==> src/rtl/lab3_pkg.sv <==
// Shared types and constants for the combination-lock key entry front end.
package lab3_pkg;

  typedef enum logic [1:0] {
    IDLE,
    PRESS_WAIT,
    HELD,
    RELEASE_WAIT
  } entry_state_t;

  localparam int MAX_DIGIT          = 9;
  localparam int DEFAULT_NUM_DIGITS = 6;

  // The whole switch bank is checked, so any upper switch raised is an error.
  function automatic logic is_bad_digit(input logic [9:0] v);
    return v > 10'(MAX_DIGIT);
  endfunction

endpackage

==> src/rtl/key_entry_debounce_sync_2ff.sv <==
// Two-flop synchroniser with a configurable reset value per bit.
module sync_2ff #(
  parameter int                 DATA_W  = 1,
  parameter logic [DATA_W-1:0]  RST_VAL = '0
) (
  input  logic              clk,
  input  logic              rst_n,
  input  logic [DATA_W-1:0] d,
  output logic [DATA_W-1:0] q
);

  logic [DATA_W-1:0] d_p0;
  logic [DATA_W-1:0] d_p1;

  always_ff @(posedge clk or negedge rst_n) begin
    if (!rst_n) begin
      d_p0 <= RST_VAL;
      d_p1 <= RST_VAL;
    end else begin
      d_p0 <= d;
      d_p1 <= d_p0;
    end
  end

  assign q = d_p1;

endmodule

==> src/rtl/key_entry_debounce.sv <==
// Debounces KEY0, captures SW[3:0] once per accepted press and tracks progress
// through a fixed-length digit entry sequence.
module key_entry_debounce
  import lab3_pkg::*;
#(
  parameter int DEBOUNCE_CYCLES = 500000,
  parameter int NUM_DIGITS      = DEFAULT_NUM_DIGITS,
  parameter int CNT_W           = $clog2(DEBOUNCE_CYCLES + 1)
) (
  input  logic       clk,
  input  logic       rst_n,
  input  logic       key_n,
  input  logic [9:0] sw,
  input  logic       clear,
  output logic [3:0] digit,
  output logic       digit_valid,
  output logic       digit_err,
  output logic [2:0] entry_idx,
  output logic       entry_done
);

  localparam logic [CNT_W-1:0] CNT_MAX = CNT_W'(DEBOUNCE_CYCLES);

  logic             key_s;
  logic [9:0]       sw_s;
  entry_state_t     state, state_nxt;
  logic [CNT_W-1:0] cnt, cnt_nxt;
  logic             cnt_full;
  logic             accept;
  logic [2:0]       idx_nxt;

  sync_2ff #(.DATA_W(1), .RST_VAL(1'b1)) u_key_sync (
    .clk   (clk),
    .rst_n (rst_n),
    .d     (key_n),
    .q     (key_s)
  );

  sync_2ff #(.DATA_W(10), .RST_VAL(10'd0)) u_sw_sync (
    .clk   (clk),
    .rst_n (rst_n),
    .d     (sw),
    .q     (sw_s)
  );

  assign cnt_full = (cnt == CNT_MAX);

  always_ff @(posedge clk or negedge rst_n) begin
    if (!rst_n) begin
      state <= IDLE;
      cnt   <= '0;
    end else begin
      state <= state_nxt;
      cnt   <= cnt_nxt;
    end
  end

  // The counter only advances below CNT_MAX, so it can never wrap.
  always_comb begin
    state_nxt = state;
    cnt_nxt   = cnt;
    case (state)
      IDLE: begin
        if (!key_s) begin
          state_nxt = PRESS_WAIT;
          cnt_nxt   = CNT_W'(1);
        end
      end
      PRESS_WAIT: begin
        if (key_s) begin
          state_nxt = IDLE;
          cnt_nxt   = '0;
        end else if (cnt_full) begin
          state_nxt = HELD;
          cnt_nxt   = '0;
        end else begin
          cnt_nxt   = cnt + CNT_W'(1);
        end
      end
      HELD: begin
        if (key_s) begin
          state_nxt = RELEASE_WAIT;
          cnt_nxt   = CNT_W'(1);
        end
      end
      RELEASE_WAIT: begin
        if (!key_s) begin
          state_nxt = HELD;
          cnt_nxt   = '0;
        end else if (cnt_full) begin
          state_nxt = IDLE;
          cnt_nxt   = '0;
        end else begin
          cnt_nxt   = cnt + CNT_W'(1);
        end
      end
      default: begin
        state_nxt = IDLE;
        cnt_nxt   = '0;
      end
    endcase
  end

  always_comb begin
    accept  = (state == PRESS_WAIT) && !key_s && cnt_full;
    idx_nxt = entry_idx + 3'd1;
  end

  // digit_err is kept as a pure companion of the strobe; digit itself holds.
  always_ff @(posedge clk or negedge rst_n) begin
    if (!rst_n) begin
      digit       <= '0;
      digit_valid <= 1'b0;
      digit_err   <= 1'b0;
      entry_idx   <= '0;
      entry_done  <= 1'b0;
    end else begin
      digit_valid <= 1'b0;
      digit_err   <= 1'b0;
      if (clear) begin
        entry_idx  <= '0;
        entry_done <= 1'b0;
      end else if (accept && !entry_done) begin
        digit       <= sw_s[3:0];
        digit_err   <= is_bad_digit(sw_s);
        digit_valid <= 1'b1;
        entry_idx   <= idx_nxt;
        entry_done  <= (idx_nxt == 3'(NUM_DIGITS));
      end
    end
  end

endmodule

==> config.mk <==
export PLATFORM = sky130hd
export DESIGN_NAME = key_entry_debounce
export DESIGN_NICKNAME = d
export VERILOG_FILES = /design/src/rtl/lab3_pkg.sv /design/src/rtl/key_entry_debounce_sync_2ff.sv /design/src/rtl/key_entry_debounce.sv
export SDC_FILE = /design/constraint.sdc
export NUM_CORES = 1
export LEC_CHECK = 0
export CAP_MARGIN = 10
export CORE_ASPECT_RATIO = 1.5
export CORE_UTILIZATION = 45
export CTS_BUF_LIST = sky130_fd_sc_hd__clkbuf_4
export CTS_CLUSTER_DIAMETER = 40
export CTS_CLUSTER_SIZE = 30
export DETAILED_ROUTE_END_ITERATION = 7
export GPL_TIMING_DRIVEN = 0
export PLACE_DENSITY = 0.67
export SETUP_SLACK_MARGIN = 0.4
export SYNTH_ARGS = -nofsm -noshare
export SYNTH_HDL_FRONTEND = slang
export SYNTH_HIERARCHICAL = 1
export SYNTH_SLANG_ARGS = --single-unit
==> constraint.sdc <==
create_clock -name clk -period 2.7 [get_ports clk]
set_clock_uncertainty 0.1 [all_clocks]
set_input_delay 0.54 -clock clk [delete_from_list [all_inputs] [get_ports clk]]
set_output_delay 0.54 -clock clk [all_outputs]
set_load 0.01 [all_outputs]
==> metrics <==
FF/Latch Area=1330 um2; mux cell area share after synthesis=3.87%; Reg2Reg Capture Point=digit[2]$_DFFE_PN0P_; I/O pin total=24; Vias/cell=5.40; DIE AREA=5180 um2; post-synthesis instance area=2200 um2; #FFs+latches synth=53; GRT overflow=0; clk buf depth=2; multi-input logic area=847 um2; Max H-tree Level=2; syn_nets=218; period utilization=84.1%; Area Growth Syn to Fin=23.4%; Most Crowded Layer GR=met2; register area share after synthesis=60.4%; M1 GR Usage=21.4%; met3 GRT Util=3.40%; synth warn=6; worst-path fanout max=6; Die X-Extent=59.1 um; end-of-flow core utilization=58.8%; FF-to-FF path depth=9; kind of critical path=flip-flop to flip-flop; Cell variety after synth=39; Min Hold Slack=43.1 ps; CP arrival=2440 ps; remaining antenna violation count after routing=0; dpl ws=192 ps; post-DR wirelength/cell=14.5 um; nets=258; Clock transition at path regs=140 ps; CTS tree=built; compound-gate portion of the synthesized area=9.89%; Slew HR=60.2%; layout cell share with drive strength beyond 1=15.8%; Setup crit end kind=flip-flop; top_reg_cell synth=dfrtp_1; Hold WC Path Type=input pin to async pin; Adder-Cell Fraction of Synth Area=2.27%; post-synthesis xor/xnor area fraction=1.99%; EDFF count, synth=0; minimum clock period=2270 ps; Port Buffers=23; initial antenna violation count=0; syn avg cell area=11.0 um2; clk_lat worst skew=370 ps; # Max-Cap Violations=0; Core Rows=30; fraction of registers with async set/reset=100%; Slew Viols, Final=0; startpoint types=flip-flop; final worst slack=430 ps; highest clock rate=440 MHz; Worst Max-Slew Pin Slew=592 ps; Core Footprint=4620 um2; Mapped Cells=200; # fillers=388; CTS buffer count=5; Pwr Total=1.73 mW; DRC=0; diode count=0; worst reg2reg path startpoint=cnt[0]$_DFFE_PN0P_; Initial Util=47.7%; root buffer cell=clkbuf_4; Final GP Congestion=0.807; Vias=1648; R2R setup slack=430 ps; status=complete, no violations; clock tree sinks=53; drt pass-1 iters=4; GR Util met2=31.9%; Pwr Density=638 nW/um2; vias in the first global route=1590; Tot GR Track Use=18.6%; Synth Area in Simple Gates=18.5%; Post-CTS Hold Fix Bufs=0; RSZ-0062 raised after global routing=yes; HPWL after DPL=3.05 mm; endpoints failing hold=0; final setup fails=0; standby leakage power=1.15 nW; first-pass GRT wire length=7.09 mm; Worst VDD drop=0.310 mV; routed wire length=4.41 mm; Die Height=87.7 um; CP required=2870 ps; largest family of logic cells by synthesized area=simple AND/OR/NAND/NOR gates; largest net degree at the start of global routing=30; Starting DRT DRC Count=68
## critical path, cell delays in order (launching register included)
cell and delay (ps):
dfrtp_1 420, inv_2 90, ha_4 120, or4b_4 460, nor3_4 150, and3_1 190
buf_6 90, and2b_1 130, buf_6 130, mux2_4 300
## what timing repair did
item                       in CTS  in global routing
pin swaps                       2                  1
setup buffers                   6                  3
resized for setup              13                  9
setup endpoints to repair      18                 18
## state kept, by name, indices dropped and copies added (netlist names), named ones only
register and count:
u_sw_sync/d_p0 10, digit_valid 1, u_sw_sync/q 10, state 1
entry_done 1, u_key_sync/q 1, entry_idx 3, cnt 19
digit_err 1, digit 4, u_key_sync/d_p0 1
## metrics by stage
stage	setup TNS [ps]	area, um2	std cells
2_1_floorplan	0	2200	200
3_3_place_gp	-26950	2510	287
3_5_place_dp	0	2530	288
4_1_cts	0	2670	302
5_1_grt	0	2720	305
6_report	0	2720	305
## cells in the final DEF (no fill, tap or decap), drive strengths merged, types with 5 or more instances in the layout
| master | instances |
|---|---|
| a21oi | 19 |
| buf | 15 |
| clkbuf | 9 |
| clkdlybuf4s50 | 22 |
| dfrtp | 51 |
| inv | 10 |
| nand2 | 19 |
| nand3 | 14 |
| nand4 | 5 |
| nor2 | 8 |
| o21ai | 11 |
| or3 | 6 |
| or4 | 5 |
## cells in the mapped netlist, types with 4 or more instances
cell      count  share of area [%]
a21oi_1      19                4.3
clkbuf_1      5               0.85
dfrtp_1      51                 58
ha_1          4                2.3
inv_1        10                1.7
mux2_1        4                2.0
mux2i_1       4                1.8
nand2_1      19                3.2
nand3_1      14                3.2
nand4_1       5                1.4
nor2_1        8                1.4
o21ai_0       7                1.6
o21ai_1       4               0.91
or3_1         6                1.7
or4_1         5                1.7
## cells by family (layout without fill, tap and decap cells)
family / after synthesis / after routing
fa+ha+maj: 4 / 4
xor+xnor: 5 / 5
buf+inv: 17 / 58
flops: 53 / 53
simple gates: 74 / 74
compound gates: 39 / 39
mux: 8 / 8
## how the worst max path moves through the flow
stage	from	end	slack, ps
floorplan	cnt[0]$_DFFE_PN0P_	digit[0]$_DFFE_PN0P_	400
global placement	rst_n	cnt[17]$_DFFE_PN0P_	-530
detailed placement	cnt[0]$_DFFE_PN0P_	digit[2]$_DFFE_PN0P_	190
CTS	cnt[0]$_DFFE_PN0P_	digit[2]$_DFFE_PN0P_	370
global route	cnt[1]$_DFFE_PN0P_	cnt[18]$_DFFE_PN0P_	340
finish	cnt[0]$_DFFE_PN0P_	digit[2]$_DFFE_PN0P_	430
## layout make-up
type                       instances  area share, %
buffer                             7           1.80
clock buffer                       6           1.66
clock inverter                     2          0.553
inverter                          10           1.38
multi-input combinational        130           31.2
sequential                        53           48.9
tap                               64           2.95
timing repair buffer              33           11.5
## report_power, final
| part | internal (mW) | total, mW | switching (mW) |
|---|---|---|---|
| logic | 0.200 | 0.505 | 0.304 |
| clock network | 0.112 | 0.352 | 0.240 |
| registers | 0.843 | 0.876 | 0.0334 |
## metal layers
metal | share of wire [%] | vias up
met1 | 40 | 789
li1 | - | 786
met3 | 5.2 | 9
met4 | 2.0 | 0
met5 | 0 | -
met2 | 52 | 64
(Power assumes the default switching activity.)
